`src/rtl/rv_go_lsu.sv`:
```
// RV_GO load/store unit: latches one core data access, runs it on a req/ack bus
// with a timeout, and returns formatted load data with a one-cycle done pulse.
module rv_go_lsu #(
    parameter int unsigned TIMEOUT = 255
) (
    input  logic        clk,
    input  logic        rst,
    input  logic        core_req,
    input  logic        core_we,
    input  logic [2:0]  core_op,
    input  logic [31:0] core_addr,
    input  logic [31:0] core_wdata,
    output logic [31:0] core_rdata,
    output logic        core_done,
    output logic        core_err,
    output logic        core_stall,
    output logic        bus_req,
    output logic        bus_we,
    output logic [31:0] bus_addr,
    output logic [3:0]  bus_be,
    output logic [31:0] bus_wdata,
    input  logic        bus_ack,
    input  logic [31:0] bus_rdata
);

    // state | meaning
    // IDLE  | waiting for core_req; decodes and either issues a bus cycle or errors out
    // BUS   | bus_req held with stable bus_* outputs until bus_ack or timeout
    // DONE  | one-cycle core_done pulse with core_err / core_rdata
    typedef enum logic [1:0] {
        S_IDLE = 2'd0,
        S_BUS  = 2'd1,
        S_DONE = 2'd2
    } state_t;

    localparam logic [15:0] CNT_LAST = 16'(TIMEOUT - 1);

    state_t      state_q;
    logic [15:0] cnt_q;
    logic [1:0]  lo_q;
    logic [2:0]  op_q;
    logic        done_q;
    logic        err_q;
    logic [31:0] rdata_q;
    logic        bus_req_q;
    logic        bus_we_q;
    logic [31:0] bus_addr_q;
    logic [3:0]  bus_be_q;
    logic [31:0] bus_wdata_q;

    logic        op_ill;
    logic        mis_d;
    logic [3:0]  be_d;
    logic [31:0] wdata_d;

    always_comb begin
        op_ill  = core_we ? (core_op > 3'b010)
                          : (core_op == 3'b011 || core_op[2:1] == 2'b11);
        mis_d   = 1'b0;
        be_d    = 4'b0000;
        wdata_d = 32'd0;
        case (core_op[1:0])
            2'b00: begin
                be_d    = 4'b0001 << core_addr[1:0];
                wdata_d = {4{core_wdata[7:0]}};
            end
            2'b01: begin
                mis_d   = core_addr[0];
                be_d    = core_addr[1] ? 4'b1100 : 4'b0011;
                wdata_d = {2{core_wdata[15:0]}};
            end
            2'b10: begin
                mis_d   = core_addr[1:0] != 2'b00;
                be_d    = 4'b1111;
                wdata_d = core_wdata;
            end
            default: ;
        endcase
        if (!core_we) begin
            wdata_d = 32'd0;
        end
    end

    function automatic logic [31:0] fmt_load(input logic [2:0] op, input logic [1:0] lo,
                                             input logic [31:0] d);
        logic [7:0]  b;
        logic [15:0] h;
        case (lo)
            2'b00:   b = d[7:0];
            2'b01:   b = d[15:8];
            2'b10:   b = d[23:16];
            default: b = d[31:24];
        endcase
        h = lo[1] ? d[31:16] : d[15:0];
        case (op)
            3'b000:  fmt_load = {{24{b[7]}}, b};
            3'b001:  fmt_load = {{16{h[15]}}, h};
            3'b100:  fmt_load = {24'd0, b};
            3'b101:  fmt_load = {16'd0, h};
            default: fmt_load = d;
        endcase
    endfunction

    always_ff @(posedge clk or negedge rst) begin
        if (!rst) begin
            state_q     <= S_IDLE;
            cnt_q       <= 16'd0;
            lo_q        <= 2'b00;
            op_q        <= 3'b000;
            done_q      <= 1'b0;
            err_q       <= 1'b0;
            rdata_q     <= 32'd0;
            bus_req_q   <= 1'b0;
            bus_we_q    <= 1'b0;
            bus_addr_q  <= 32'd0;
            bus_be_q    <= 4'b0000;
            bus_wdata_q <= 32'd0;
        end else begin
            case (state_q)
                S_IDLE: begin
                    if (core_req) begin
                        lo_q <= core_addr[1:0];
                        op_q <= core_op;
                        if (op_ill || mis_d) begin
                            done_q  <= 1'b1;
                            err_q   <= 1'b1;
                            rdata_q <= 32'd0;
                            state_q <= S_DONE;
                        end else begin
                            bus_req_q   <= 1'b1;
                            bus_we_q    <= core_we;
                            bus_addr_q  <= {core_addr[31:2], 2'b00};
                            bus_be_q    <= be_d;
                            bus_wdata_q <= wdata_d;
                            cnt_q       <= 16'd0;
                            state_q     <= S_BUS;
                        end
                    end
                end
                S_BUS: begin
                    // an ack arriving on the timeout cycle still completes the access
                    if (bus_ack) begin
                        bus_req_q <= 1'b0;
                        done_q    <= 1'b1;
                        err_q     <= 1'b0;
                        rdata_q   <= bus_we_q ? 32'd0 : fmt_load(op_q, lo_q, bus_rdata);
                        state_q   <= S_DONE;
                    end else if (cnt_q == CNT_LAST) begin
                        bus_req_q <= 1'b0;
                        done_q    <= 1'b1;
                        err_q     <= 1'b1;
                        rdata_q   <= 32'd0;
                        state_q   <= S_DONE;
                    end else begin
                        cnt_q <= cnt_q + 16'd1;
                    end
                end
                S_DONE: begin
                    done_q  <= 1'b0;
                    err_q   <= 1'b0;
                    rdata_q <= 32'd0;
                    state_q <= S_IDLE;
                end
                default: state_q <= S_IDLE;
            endcase
        end
    end

    assign core_stall = (state_q == S_IDLE && core_req) || state_q == S_BUS;
    assign core_done  = done_q;
    assign core_err   = err_q;
    assign core_rdata = rdata_q;
    assign bus_req    = bus_req_q;
    assign bus_we     = bus_we_q;
    assign bus_addr   = bus_addr_q;
    assign bus_be     = bus_be_q;
    assign bus_wdata  = bus_wdata_q;

endmodule

```
`config.mk`:
```
export PLATFORM = sky130hd
export DESIGN_NAME = rv_go_lsu
export DESIGN_NICKNAME = d
export VERILOG_FILES = /design/src/rtl/rv_go_lsu.sv
export SDC_FILE = /design/constraint.sdc
export NUM_CORES = 1
export LEC_CHECK = 0
export CAP_MARGIN = 20
export CELL_PAD_IN_SITES_DETAIL_PLACEMENT = 1
export CELL_PAD_IN_SITES_GLOBAL_PLACEMENT = 1
export CORE_UTILIZATION = 24
export CTS_BUF_LIST = sky130_fd_sc_hd__clkbuf_4 sky130_fd_sc_hd__clkbuf_8
export DETAILED_ROUTE_END_ITERATION = 10
export PLACE_DENSITY_LB_ADDON = 0.12
export RECOVER_POWER = 100
export SLEW_MARGIN = 20
export SYNTH_ARGS = -nofsm -noshare
export SYNTH_HDL_FRONTEND = slang
export SYNTH_SLANG_ARGS = --single-unit
```
`constraint.sdc`:
```
create_clock -name clk -period 2.3 [get_ports clk]
set_input_delay 0.23 -clock clk [delete_from_list [all_inputs] [get_ports clk]]
set_output_delay 0.23 -clock clk [all_outputs]
set_load 0.02 [all_outputs]
```
==> run summary <==
outcome: finished with violations
failing checks: max-capacitance violations, max-slew violations
clock power share: 21.4%
PortBufs: 206
crit path kind: in2reg
Root Driver: clkbuf_8
area grow syn2layout: 50.9%
Synth warnings: 0
row cnt: 57
Num Clock Sinks: 125
Period Utilization, post-route: 95.4%
initial antenna violation count: 1
Final TNS setup: 0 ns
final core occ: 36.9%
placed insts: 1,085
total gr overflow: 0
CTS tree: yes
clk buf depth: 2
WL per Instance: 18.5 um
layout cell share with drive strength beyond 1: 14.0%
pre-CTS setup slack: -0.397 ns
worst-path fanout max: 24
VDD IR max: 0.000490 V
Switching Power: 3.94 mW
GPL Wtd Cong: 0.780
fin crit period: 2.19 ns
Final Hold Viols: 0
Seq cells post-synth: 125
Register-to-Register Path Depth: 6
total number of vias: 5,352
Max Freq: 456 MHz
WHS: 0.391 ns
Rel. slew slack: -11.4%
Slew @ Worst Pin: 1.67 ns
number of synthesized flops with an enable pin: 0
cts bufs inserted: 17
startpoint of the worst register-to-register path: state_q[1]$_DFFE_PN0P_
CP Launch Point: core_op[0]
Max Cap Viol: 1
Final WS setup: 0.106 ns
Initial Util: 24.5%
syn_area_per_cell: 10.8 um2
die area: 25,400 um2
unrepaired setup endpoints after global routing: false
Final setup viols: 0
CP peak stage delay: 0.56 ns
chip height: 160 um
critical path's top delay family: compound AO/OA/AOI/OAI gates
final WL: 20,700 um
largest net degree at the start of global routing: 126
clock skew: 0.0166 ns
Crit. End Element: flop
Reg power frac: 34.4%
hold path depth: 2
Comb power frac: 44.2%
Top FF cell, synth: dfrtp_1
Netlist cell types: 55
Chip Width: 160 um
Final nets: 891
critical path launch point type: primary input
Hold Crit Class: in2reg
fin. max-slew vios: 126
Ports: 209
core area: 24,300 um2
via/cell ratio: 4.78
Mapped Cells: 551
ordered cell list for the critical path: clkdlybuf4s50_1 > buf_4 > ha_1 > o211a_1 > a31oi_2 > nand4_4 > or3b_4 > o21ai_0
internal power: 6.01 mW
postcts setup bufs: 0
sequential fraction of the synthesis area: 52.5%
crit path DAT: 2.55 ns
slowest CP cell: or3b_4
Buf+Inv Stages, Crit Path: 2
Worst EP required: 2.66 ns
vias in the first global route: 5,847
antenna-violating nets left: 0
Non-Filler Instances: 1,119
clock latency on the worst-skew pair: 0.45 ns
Synth Cell Area: 5950 um2
first-pass GRT wire length: 33,300 um
gr usage total: 16.7%
pwr dens: 1110 nW/um2
DP HPWL: 15,000 um
reg-to-reg slack, setup: 0.15 ns
drt first pass iters: 4
Levels on crit path: 8
First DRT Iteration DRCs: 230
Switching Share: 39.6%
# fillers: 2,691
leakage power: 3.93 nW
FFs w/ async S/R, synth: 100%
# DRC: 0
R2R Path End: bus_addr[2]$_DFFE_PN0P_
CP endpoint: bus_wdata[19]$_DFFE_PN0P_
clock-pin slew on the worst setup and hold paths: 0.09 ns
CTS HTree Levels: 4
[cells in the mapped netlist (all sizes together) (8+ instances only)]
cell | count | area (um2)
a21oi | 44 | 220
a22o | 16 | 140
a22oi | 9 | 67.6
buf | 15 | 91.3
clkbuf | 21 | 78.8
dfrtp | 125 | 3130
inv | 12 | 45.0
mux2 | 36 | 405
mux2i | 11 | 110
nand2 | 44 | 165
nand4 | 8 | 65.1
nor2 | 30 | 113
nor2b | 13 | 81.3
o21ai | 41 | 205
o2bb2ai | 34 | 298
[cell type report]
class / instances / area [um2] / share of cell area [%]
diodes: 1 / 2.50 / 0.0279
clock buffers: 18 / 241 / 2.69
clock inverters: 14 / 183 / 2.03
inverters: 13 / 48.8 / 0.543
multi-input cells: 378 / 2610 / 29.1
flip-flops and latches: 125 / 3130 / 34.8
well taps: 324 / 405 / 4.51
repair buffers: 246 / 2360 / 26.3
[metrics by stage]
step                      cell area (um2)  total power [mW]
after CTS                            9040              10.5
after global routing                 8980              10.6
after global placement               8610              8.15
final                                8980              9.94
after detailed placement             8610              8.24
after floorplan                      5960              5.87
[sequential cells by signal (all words and copies together) (netlist names)]
| name | flops |
|---|---|
| state_q | 2 |
| bus_req | 1 |
| bus_we | 1 |
| bus_be | 4 |
| bus_wdata | 32 |
| core_err | 1 |
| core_done | 1 |
| cnt_q | 16 |
| lo_q | 2 |
| op_q | 3 |
| bus_addr | 30 |
| core_rdata | 32 |
[placed cells by master (no fill, tap or decap), types with 17 or more instances in the layout]
cell | synthesis | final
mux2_2 | 36 | 36
dfrtp_1 | 125 | 125
o2bb2ai_1 | 34 | 34
clkbuf_8 | 0 | 17
a21oi_1 | 44 | 44
dlygate4sd3_1 | 0 | 103
nand2_1 | 44 | 44
buf_4 | 3 | 29
clkdlybuf4s50_1 | 0 | 103
nor2_1 | 30 | 30
o21ai_0 | 19 | 39
[timing repair]
action,4_1_cts,5_1_grt
gates resized for setup,0,0
endpoints found under the hold margin,125,0
hold buffers,1,0
[power groups by stage]
stage          clock, mW  sequential, mW  combinational (mW)
2_1_floorplan          0            4.16                1.72
3_3_place_gp           0            3.45                4.70
3_5_place_dp           0            3.49                4.75
4_1_cts             2.21            3.47                4.77
5_1_grt             2.31            3.54                4.75
6_report            2.12            3.42                4.40
[worst min-delay path by stage]
stage | startpoint | to | slack, ns
2_1_floorplan | rst | bus_addr[10]$_DFFE_PN0P_ | -0.07
3_3_place_gp | rst | core_rdata[28]$_DFFE_PN0P_ | 0.39
3_5_place_dp | rst | core_rdata[28]$_DFFE_PN0P_ | 0.41
4_1_cts | core_addr[12] | bus_addr[12]$_DFFE_PN0P_ | 0.35
5_1_grt | core_addr[7] | bus_addr[7]$_DFFE_PN0P_ | 0.36
6_report | core_addr[8] | bus_addr[8]$_DFFE_PN0P_ | 0.39
[cells by family after synthesis]
logic type / Yosys count / share of synthesized area (%)
buf+inv: 49 / 3.68
mux: 47 / 8.66
fa+ha+maj: 6 / 1.26
flops: 125 / 52.5
xor+xnor: 9 / 1.32
compound gates: 186 / 21.5
simple gates: 128 / 11.0
other cells: 1 / 0.0630
[metal layers]
layer	wire, um	GRT usage [%]	part of all wire [%]	up-vias
li1	-	-	-	2485
met1	9200	21.3	45	2709
met2	9780	26.8	47	144
met3	1440	6.12	7.0	14
met4	247	4.20	1.2	0
met5	0	0	0	-
(Power assumes the default switching activity.)
